## src/rtl/vga_pkg.sv

```systemverilog
// Shared VGA timing constants, pixel bundle type and player sprite geometry.
// Imported by every stage of the pixel pipeline.
package vga_pkg;

  localparam int HOR_PIXELS = 800;
  localparam int VER_PIXELS = 600;

  localparam int SPRITE_W = 16;
  localparam int SPRITE_H = 8;
  localparam int PLAYER_Y = 560;

  localparam logic [11:0] PLAYER_RGB = 12'h0_f_0;

  localparam int X_CENTRE = (HOR_PIXELS - SPRITE_W) / 2;
  localparam int X_MAX = HOR_PIXELS - SPRITE_W;

  typedef struct packed {
    logic [10:0] vcount;
    logic        vsync;
    logic        vblnk;
    logic [10:0] hcount;
    logic        hsync;
    logic        hblnk;
    logic [11:0] rgb;
  } vga_t;

  function automatic logic [10:0] clamp_x(
    input logic [10:0] x,
    input logic [10:0] x_max
  );
    return (x > x_max) ? x_max : x;
  endfunction

endpackage

```

## src/rtl/vga_if.sv

```systemverilog
// VGA pixel stream bundle passed between pipeline stages.
// Upstream drives through modport out, downstream samples through in.
interface vga_if;

  logic [10:0] vcount;
  logic        vsync;
  logic        vblnk;
  logic [10:0] hcount;
  logic        hsync;
  logic        hblnk;
  logic [11:0] rgb;

  modport in (
    input vcount, vsync, vblnk,
    input hcount, hsync, hblnk,
    input rgb
  );

  modport out (
    output vcount, vsync, vblnk,
    output hcount, hsync, hblnk,
    output rgb
  );

endinterface

```

## src/rtl/player_rom.sv

```systemverilog
// Player cannon bitmap, one row per address, MSB is the leftmost pixel.
// Synchronous read: data is valid one clock after addr.
module player_rom (
  input  logic        clk,
  input  logic [2:0]  addr,
  output logic [15:0] data
);

  always_ff @(posedge clk) begin
    case (addr)
      3'd0:    data <= 16'h0180;
      3'd1:    data <= 16'h03C0;
      3'd2:    data <= 16'h03C0;
      3'd3:    data <= 16'h7FFE;
      default: data <= 16'hFFFF;
    endcase
  end

endmodule

```

## src/rtl/draw_player.sv

```systemverilog
// Overlays the player cannon on the rgb stream with a fixed 2-cycle delay.
// Horizontal position is double-buffered and swapped on the vblnk rising edge.
module draw_player #(
  parameter int          SPRITE_W   = vga_pkg::SPRITE_W,
  parameter int          SPRITE_H   = vga_pkg::SPRITE_H,
  parameter int          PLAYER_Y   = vga_pkg::PLAYER_Y,
  parameter logic [11:0] PLAYER_RGB = vga_pkg::PLAYER_RGB
) (
  input  logic        clk,
  input  logic        rst,
  input  logic [10:0] xpos,
  input  logic        xpos_valid,
  vga_if.in           vga_in,
  vga_if.out          vga_out
);

  localparam int COL_W = $clog2(SPRITE_W);
  localparam int ROW_W = $clog2(SPRITE_H);

  localparam logic [10:0] X_C =
    11'((vga_pkg::HOR_PIXELS - SPRITE_W) / 2);
  localparam logic [10:0] X_M =
    11'(vga_pkg::HOR_PIXELS - SPRITE_W);

  localparam logic [11:0] Y_TOP = 12'(PLAYER_Y);
  localparam logic [11:0] Y_BOT = 12'(PLAYER_Y + SPRITE_H - 1);
  localparam logic [11:0] W_M1 = 12'(SPRITE_W - 1);

  vga_pkg::vga_t px;
  vga_pkg::vga_t s1;
  vga_pkg::vga_t s2;

  logic [10:0] shadow_x;
  logic [10:0] active_x;
  logic        vblnk_q;
  logic        vblnk_rise;

  logic [11:0] h12;
  logic [11:0] v12;
  logic [11:0] x_lo;
  logic [11:0] x_hi;
  logic        hit;
  logic [10:0] hdiff;
  logic [10:0] vdiff;
  logic [COL_W-1:0] col;
  logic [ROW_W-1:0] row;

  logic             s1_hit;
  logic [COL_W-1:0] s1_col;
  logic [COL_W-1:0] bit_idx;
  logic [15:0]      rom_data;
  logic [11:0]      rgb_nxt;

  always_comb begin
    px = '{
      vcount: vga_in.vcount,
      vsync:  vga_in.vsync,
      vblnk:  vga_in.vblnk,
      hcount: vga_in.hcount,
      hsync:  vga_in.hsync,
      hblnk:  vga_in.hblnk,
      rgb:    vga_in.rgb
    };
  end

  assign vblnk_rise = px.vblnk & ~vblnk_q;

  // active takes the pre-update shadow when both happen in one cycle
  always_ff @(posedge clk) begin
    if (rst) begin
      shadow_x <= X_C;
      active_x <= X_C;
      vblnk_q  <= 1'b0;
    end else begin
      if (xpos_valid) begin
        shadow_x <= vga_pkg::clamp_x(xpos, X_M);
      end
      if (vblnk_rise) begin
        active_x <= shadow_x;
      end
      vblnk_q <= px.vblnk;
    end
  end

  // 12-bit compares so active_x + W - 1 cannot wrap
  always_comb begin
    h12   = {1'b0, px.hcount};
    v12   = {1'b0, px.vcount};
    x_lo  = {1'b0, active_x};
    x_hi  = x_lo + W_M1;
    hit   = (h12 >= x_lo) && (h12 <= x_hi) &&
            (v12 >= Y_TOP) && (v12 <= Y_BOT) &&
            !px.hblnk && !px.vblnk;
    hdiff = px.hcount - active_x;
    vdiff = px.vcount - 11'(PLAYER_Y);
    col   = hdiff[COL_W-1:0];
    row   = vdiff[ROW_W-1:0];
  end

  player_rom u_rom (
    .clk  (clk),
    .addr (3'(row)),
    .data (rom_data)
  );

  always_ff @(posedge clk) begin
    if (rst) begin
      s1     <= '0;
      s1_hit <= 1'b0;
      s1_col <= '0;
    end else begin
      s1     <= px;
      s1_hit <= hit;
      s1_col <= col;
    end
  end

  assign bit_idx = COL_W'(SPRITE_W - 1) - s1_col;

  always_comb begin
    rgb_nxt = s1.rgb;
    if (s1_hit && rom_data[bit_idx]) begin
      rgb_nxt = PLAYER_RGB;
    end
  end

  always_ff @(posedge clk) begin
    if (rst) begin
      s2 <= '0;
    end else begin
      s2     <= s1;
      s2.rgb <= rgb_nxt;
    end
  end

  assign vga_out.vcount = s2.vcount;
  assign vga_out.vsync  = s2.vsync;
  assign vga_out.vblnk  = s2.vblnk;
  assign vga_out.hcount = s2.hcount;
  assign vga_out.hsync  = s2.hsync;
  assign vga_out.hblnk  = s2.hblnk;
  assign vga_out.rgb    = s2.rgb;

endmodule
```

## src/flat_wrapper.sv

```systemverilog
// flat-port wrapper written by rule: the top's interface ports become plain ports
module draw_player_flat 
#(
  parameter int          SPRITE_W   = vga_pkg::SPRITE_W,
  parameter int          SPRITE_H   = vga_pkg::SPRITE_H,
  parameter int          PLAYER_Y   = vga_pkg::PLAYER_Y,
  parameter logic [11:0] PLAYER_RGB = vga_pkg::PLAYER_RGB
)
  (clk, rst, xpos, xpos_valid, vga_in_vcount, vga_in_vsync, vga_in_vblnk, vga_in_hcount, vga_in_hsync, vga_in_hblnk, vga_in_rgb, vga_out_vcount, vga_out_vsync, vga_out_vblnk, vga_out_hcount, vga_out_hsync, vga_out_hblnk, vga_out_rgb);
  vga_if vga_in_i ();
  vga_if vga_out_i ();
  input  logic clk;
  input  logic rst;
  input  logic [10:0] xpos;
  input  logic xpos_valid;
  input wire logic [$bits(vga_in_i.vcount)-1:0] vga_in_vcount;
  input wire logic [$bits(vga_in_i.vsync)-1:0] vga_in_vsync;
  input wire logic [$bits(vga_in_i.vblnk)-1:0] vga_in_vblnk;
  input wire logic [$bits(vga_in_i.hcount)-1:0] vga_in_hcount;
  input wire logic [$bits(vga_in_i.hsync)-1:0] vga_in_hsync;
  input wire logic [$bits(vga_in_i.hblnk)-1:0] vga_in_hblnk;
  input wire logic [$bits(vga_in_i.rgb)-1:0] vga_in_rgb;
  output wire logic [$bits(vga_out_i.vcount)-1:0] vga_out_vcount;
  output wire logic [$bits(vga_out_i.vsync)-1:0] vga_out_vsync;
  output wire logic [$bits(vga_out_i.vblnk)-1:0] vga_out_vblnk;
  output wire logic [$bits(vga_out_i.hcount)-1:0] vga_out_hcount;
  output wire logic [$bits(vga_out_i.hsync)-1:0] vga_out_hsync;
  output wire logic [$bits(vga_out_i.hblnk)-1:0] vga_out_hblnk;
  output wire logic [$bits(vga_out_i.rgb)-1:0] vga_out_rgb;
  assign vga_in_i.vcount = vga_in_vcount;
  assign vga_in_i.vsync = vga_in_vsync;
  assign vga_in_i.vblnk = vga_in_vblnk;
  assign vga_in_i.hcount = vga_in_hcount;
  assign vga_in_i.hsync = vga_in_hsync;
  assign vga_in_i.hblnk = vga_in_hblnk;
  assign vga_in_i.rgb = vga_in_rgb;
  assign vga_out_vcount = vga_out_i.vcount;
  assign vga_out_vsync = vga_out_i.vsync;
  assign vga_out_vblnk = vga_out_i.vblnk;
  assign vga_out_hcount = vga_out_i.hcount;
  assign vga_out_hsync = vga_out_i.hsync;
  assign vga_out_hblnk = vga_out_i.hblnk;
  assign vga_out_rgb = vga_out_i.rgb;
  draw_player #(.SPRITE_W(SPRITE_W), .SPRITE_H(SPRITE_H), .PLAYER_Y(PLAYER_Y), .PLAYER_RGB(PLAYER_RGB)) u_core (.clk(clk), .rst(rst), .xpos(xpos), .xpos_valid(xpos_valid), .vga_in(vga_in_i), .vga_out(vga_out_i));
endmodule
```

## config.mk

```make
export PLATFORM = sky130hd
export DESIGN_NAME = draw_player_flat
export DESIGN_NICKNAME = d
export VERILOG_FILES = /design/src/rtl/vga_pkg.sv /design/src/rtl/vga_if.sv /design/src/rtl/player_rom.sv /design/src/rtl/draw_player.sv /design/src/flat_wrapper.sv
export SDC_FILE = /design/constraint.sdc
export NUM_CORES = 1
export LEC_CHECK = 0
export BUFFER_PORTS_ARGS = -buffer_cell sky130_fd_sc_hd__buf_4
export CAP_MARGIN = 10
export CORE_MARGIN = 2
export CORE_UTILIZATION = 40
export CTS_CLUSTER_SIZE = 24
export DETAILED_ROUTE_END_ITERATION = 8
export HOLD_SLACK_MARGIN = 0.08
export MAX_ROUTING_LAYER = met4
export PLACE_DENSITY_LB_ADDON = 0.1
export SETUP_SLACK_MARGIN = 0.5
export SLEW_MARGIN = 20
export SYNTH_ARGS = -nofsm -noshare
export SYNTH_HDL_FRONTEND = slang
export SYNTH_SLANG_ARGS = --single-unit
```

## constraint.sdc

```tcl
create_clock -name clk -period 6.7 [get_ports clk]
set_clock_uncertainty 0.2 [all_clocks]
set_input_delay 1.34 -clock clk [delete_from_list [all_inputs] [get_ports clk]]
set_output_delay 1.34 -clock clk [all_outputs]
set_load 0.03 [all_outputs]
```

# --- Word level (Yosys, flattened, before mapping) ---
# Cells that the tools add are included.
# W data, S select, Z words.
classes:
  n_eq_ne: 3
  add_sub_neg: 4
  bitwise: 2
  magnitude_cmp: 6
  reduce_logical: 11
  mux: 5
op_table:
  columns: ["op", "count"]
  rows:
  - ["$pmux W16 S3", 1]
  - ["$add A11 B4 Y12 const B", 1]
  - ["$le A11 B12 Y1", 1]
  - ["$ge A11 B10 Y1 const B", 1]
  - ["$ge A11 B11 Y1", 1]
  - ["$gt A11 B10 Y1 const B", 1]
  - ["$le A11 B10 Y1 const B", 1]
  - ["$mux W11", 1]
  - ["$mux W8", 1]
  - ["$eq A3 B2 Y1 const B", 2]
  - ["$logic_and A1 B1 Y1", 6]
  - ["$lt A4 B5 Y1 const B", 1]
  - ["$bmux W1 S4", 1]
  - ["$reduce_or A2 Y1", 2]
  - ["$sub A4 B4 Y4", 1]
  - ["$sub A4 B4 Y4 const A", 1]
  - ["$eq A3 B1 Y1 const B", 1]
  - ["$logic_not A3 Y1", 1]
  - ["$sub A3 B1 Y3 const B", 1]
  - ["$logic_not A1 Y1", 2]
  - ["$and A1 B1 Y1", 1]
  - ["$mux W1", 1]
  - ["$not A1 Y1", 1]
totals:
  word_cells: 51
  out_inout_bits: 38
  regBits: 119

# --- Longest topological paths before layout ---
depth:
  ltp_word: 7
  depth_mapped: 10

# --- Modules after synthesis ---
# From an unflattened synthesis, not the netlist that was laid out.
unflattened:
  hier_cells: 405
  area_unflattened_um2: 4170.2
modules_own_cells:
  columns: ["module", "seq_area_each_um2", "n_inst", "cells_each", "area_per_inst_um2"]
  rows:
  - ["draw_player", 2062.0, 1, 385, 3990.1]
  - ["player_rom", 60.1, 1, 20, 180.2]

# --- Worst setup path before layout ---
# No wires, ideal clock.
synth_path:
  path_kind: "input port to flip-flop"
  from: "input port vga_in_hcount[9]"
  to: "register u_core.s1_hit"
  path_slack_ps: 3996
  arrival_ps: 2409
  stages: 5
  setup_ps: 95
  path_cell_list: "ha_1 -> and3_1 -> a221oi_1 -> o211ai_1 -> a221oi_1"
synth_via:
  elab_chain_cells: 6
  elab_cells_between_ends: 7
  cone_classes: "order compare (2); reduce/logical (5)"
synth_lines:
  columns: ["item", "line_no", "text"]
  rows:
  - ["start: declaration", "flat_wrapper.sv:19", "input wire logic [$bits(vga_in_i.hcount)-1:0] vga_in_hcount;"]
  - ["$le A11 B12 Y1 or $ge A11 B11 Y1 (tied branches)", "draw_player.sv:91", "hit = (h12 >= x_lo) && (h12 <= x_hi) &&"]
  - ["$logic_and A1 B1 Y1 (*) (2 in a row)", "draw_player.sv:91", null]
  - ["$logic_and A1 B1 Y1 (*) (2 in a row)", "draw_player.sv:92", "(v12 >= Y_TOP) && (v12 <= Y_BOT) &&"]
  - ["$logic_and A1 B1 Y1 (*)", "draw_player.sv:93", "!px.hblnk && !px.vblnk;"]
  - ["end signal: assignment", "draw_player.sv:113", "s1_hit <= hit;"]
  - ["end: declaration", "draw_player.sv:48", "logic s1_hit;"]
# Every way passes the cells marked *; elsewhere a longest branch is shown, timed or not.
# A chain may end at the register's enable or synchronous reset.

# --- Final worst setup path ---
layout_path:
  from: "register u_core.active_x[1]"
  to: "register u_core.s1_hit"
layout_via:
  elab_chain_cells: 7
  elab_cells_between_ends: 8
  cone_classes: "add/sub (1); order compare (2); reduce/logical (5)"
layout_lines:
  columns: ["item", "line_no", "text"]
  rows:
  - ["start: declaration", "draw_player.sv:34", "logic [10:0] active_x;"]
  - ["start signal: assignment", "draw_player.sv:79", "active_x <= shadow_x;"]
  - ["$add A11 B4 Y12", "draw_player.sv:90", "x_hi = x_lo + W_M1;"]
  - ["$le A11 B12 Y1", "draw_player.sv:91", null]
  - ["$logic_and A1 B1 Y1 (*) (2 in a row)", "draw_player.sv:91", null]
  - ["$logic_and A1 B1 Y1 (*) (2 in a row)", "draw_player.sv:92", null]
  - ["$logic_and A1 B1 Y1 (*)", "draw_player.sv:93", null]
# Marked as above.

==> results.sh <==
export IMPL_outcome="finished clean"
export IMPL_cap_violations=0
export IMPL_cts_repair_resized=0
export IMPL_hpwl_um=5430
export IMPL_path_max_fanout=4
export IMPL_p_per_area_nw_per_um2=244
export IMPL_ys_flop_type="dfxtp_1"
export IMPL_cp_required_ns=6.76
export IMPL_yosysTopAreaCellShare=0.526
export IMPL_grt_antenna_before_repair=0
export IMPL_grt_busiest_layer="met2"
export IMPL_gr_usage_all_layers=0.146
export IMPL_met3_usage=0.0395
export IMPL_setup_viol=0
export IMPL_reg2reg_slack_ns=4.09
export IMPL_ir_drop_uv=125
export IMPL_area_growth_pct=23.6
export IMPL_yosysTopAreaCell="dfxtp_1"
export IMPL_hold_slack_ns=0.234
export IMPL_first_global_vias=2641
export IMPL_clock_latency_ns=0.36
export IMPL_cts_sink_count=106
export IMPL_die_h_um=104
export IMPL_vias_per_cell=4.58
export IMPL_worst_slew_pin_slew_ns=1.03
export IMPL_rsz0062_at_grt="false"
export IMPL_cp_data_arrival_time_ns=2.67
export IMPL_fin_tns_setup_ns=0
export IMPL_vias=2810
export IMPL_ys_types=49
export IMPL_cts_setup_buffers=0
export IMPL_htree_num_levels=3
export IMPL_synth_edf_count=0
export IMPL_avgSynthCellArea_um2=10.3
export IMPL_hold_buffers=0
export IMPL_holdCritPathClass="reg -> reg"
export IMPL_maxSlewHeadroom=0.312
export IMPL_cts_clk_slew_worst_paths_ns=0.11
export IMPL_core_um2=9770
export IMPL_p_total_mw=1.22
export IMPL_overflow=0
export IMPL_hold_viol=0
export IMPL_synthesis_area_um2=4030
export IMPL_min_period_ns=2.61
export IMPL_first_iter_violations=123
export IMPL_crit_family="compound AO/OA/AOI/OAI gates"
export IMPL_crit_chain="inv_1 > ha_1 > nand3_1 > nand3_1 > xnor2_1 > ha_1 > and3_1 > a221oi_1 > o211ai_1 > a221oi_1"
export IMPL_worst_path_max_delay_cell="dfxtp_1"
export IMPL_cts_tree="yes"
export IMPL_grt_met2_usage=0.211
export IMPL_port_buffers=89
export IMPL_p_leak_nw=2.15
export IMPL_finalCritPeriodShare=0.389
export IMPL_cts_buffers=9
export IMPL_clock_path_buffers=2
export IMPL_critPathCaptureType="flip-flop"
export IMPL_die_area_um2=10900
export IMPL_place_congestion=0.804
export IMPL_synth_cells=393
export IMPL_antenna_cells=0
export IMPL_start_util=0.413
export IMPL_fin_nets=551
export IMPL_synthesis_nets=469
export IMPL_slew_viol_final=0
export IMPL_grt_max_degree=103
export IMPL_clockRootBuffer="clkbuf_8"
export IMPL_async_reset_ff_frac=0
export IMPL_cpPeakStageDelay_ns=0.43
export IMPL_drc_errors=0
export IMPL_synth_area_leaders="dfxtp_1, nor2b_1, ha_1"
export IMPL_start_kind="flip-flop"
export IMPL_yosysSeqAreaShare=0.526
export IMPL_detail_route_first_pass_iterations=4
export IMPL_die_x_um=104
export IMPL_globalRouteMet1Util=0.202
export IMPL_fmax_mhz=384
export IMPL_drtAntennaViolNets=0
export IMPL_wire_per_inst_um=12.3
export IMPL_drive_above_1_share=0.246
export IMPL_ys_ff_latch=106
export IMPL_path_class="reg -> reg"
export IMPL_multi_input_area_um2=1740
export IMPL_worst_path_buf_inv=1
export IMPL_pin_count=90
export IMPL_yosysWarnings=0
export IMPL_grt_pass1_wl_um=12600
export IMPL_fillers=881
export IMPL_finalWirelength_um=7550
export IMPL_rows=36
export IMPL_seqCellArea_um2=2120
## routing by layer
| metal | vias up | wire (um) |
|---|---|---|
| met2 | 63 | 3280 |
| met1 | 1254 | 3870 |
| li1 | 1488 | - |
| met4 | 0 | 53 |
| met5 | - | 0 |
| met3 | 5 | 344 |
## report_power, final
group / leakage [nW] / switching [mW] / internal [mW]
logic: 1.17 / 0.0756 / 0.0683
clock network: 0.107 / 0.222 / 0.180
registers: 0.876 / 0.0123 / 0.660
total: 2.15 / 0.310 / 0.908
## Yosys cell counts (all sizes together) (2+ instances only)
cell and number:
a211o 3, a211oi 4, a21o 5, a21oi 18
a221oi 2, a31oi 5, and2 2, and3 3
and4 3, buf 6, clkbuf 12, dfxtp 106
ha 23, inv 22, mux2i 3, nand2 29
nand2b 2, nand3 10, nand4 2, nor2 14
nor2b 65, nor3 7, nor3b 3, nor4 2
nor4b 8, o2111a 2, o2111ai 2, o211ai 2
o21ai 6, o31a 2, or3 2, xnor2 9
## area by class of cell
cell class,count,share of cell area
clock buffers,9,0.0249
clock inverters,7,0.0163
inverters,22,0.0166
multi-input cells,247,0.349
flip-flops and latches,106,0.426
well taps,133,0.0334
repair buffers,89,0.134
## registers in the layout, indices dropped and copies added, names as in the netlist, 3 cells and up
signal                 flops
u_core.active_x           11
u_core.vga_out.vcount     11
u_core.shadow_x           11
u_core.vga_out.hcount     11
u_core.s1_col              4
u_core.s1                 38
u_core.u_rom.data          3
u_core.vga_out.rgb        12
## metrics by stage
stage / std cells / cell area [um^2] / util / setup slack (ns)
floorplan: 393 / 4030 / - / 4.00
global placement: 597 / 4780 / 0.489 / 3.78
detailed placement: 597 / 4780 / 0.489 / 3.75
CTS: 613 / 4980 / 0.510 / 4.06
global route: 613 / 4980 / 0.510 / 3.86
finish: 613 / 4980 / 0.510 / 4.09
## path summary, 6_finish.rpt
path                      startpoint                       end  cells past startpoint
setup / recovery  u_core.active_x[1]             u_core.s1_hit                     10
hold / removal         u_core.s1[19]  u_core.vga_out.hcount[5]                      1
setup reg to reg  u_core.active_x[1]             u_core.s1_hit                     10
hold reg to reg        u_core.s1[19]  u_core.vga_out.hcount[5]                      1
## logic make-up after synthesis
family                     count (synthesis)  synth area share
and+or+nand+nor                          155             0.233
DFF                                      106             0.526
AOI/OAI and AO/OA                         55            0.0925
buffers and inverters                     40            0.0425
adders and majority gates                 24            0.0763
xor gates and xnor gates                  10            0.0217
muxes                                      3           0.00745
## layout by cell type (no fill, tap or decap), types with 4 or more instances in the layout
cell type | synthesis | routed
dfxtp_1 | 106 | 106
buf_4 | 0 | 89
nor2b_1 | 65 | 65
nand2_1 | 29 | 29
ha_1 | 23 | 23
inv_1 | 22 | 22
a21oi_1 | 18 | 18
nor2_1 | 14 | 14
nand3_1 | 10 | 10
xnor2_1 | 9 | 9
clkbuf_8 | 1 | 9
nor4b_2 | 8 | 8
nor3_1 | 6 | 6
a21o_1 | 5 | 5
a31oi_1 | 5 | 5
a211oi_1 | 4 | 4
o21ai_0 | 4 | 4
No activity file was read; power rests on OpenSTA's default activity.
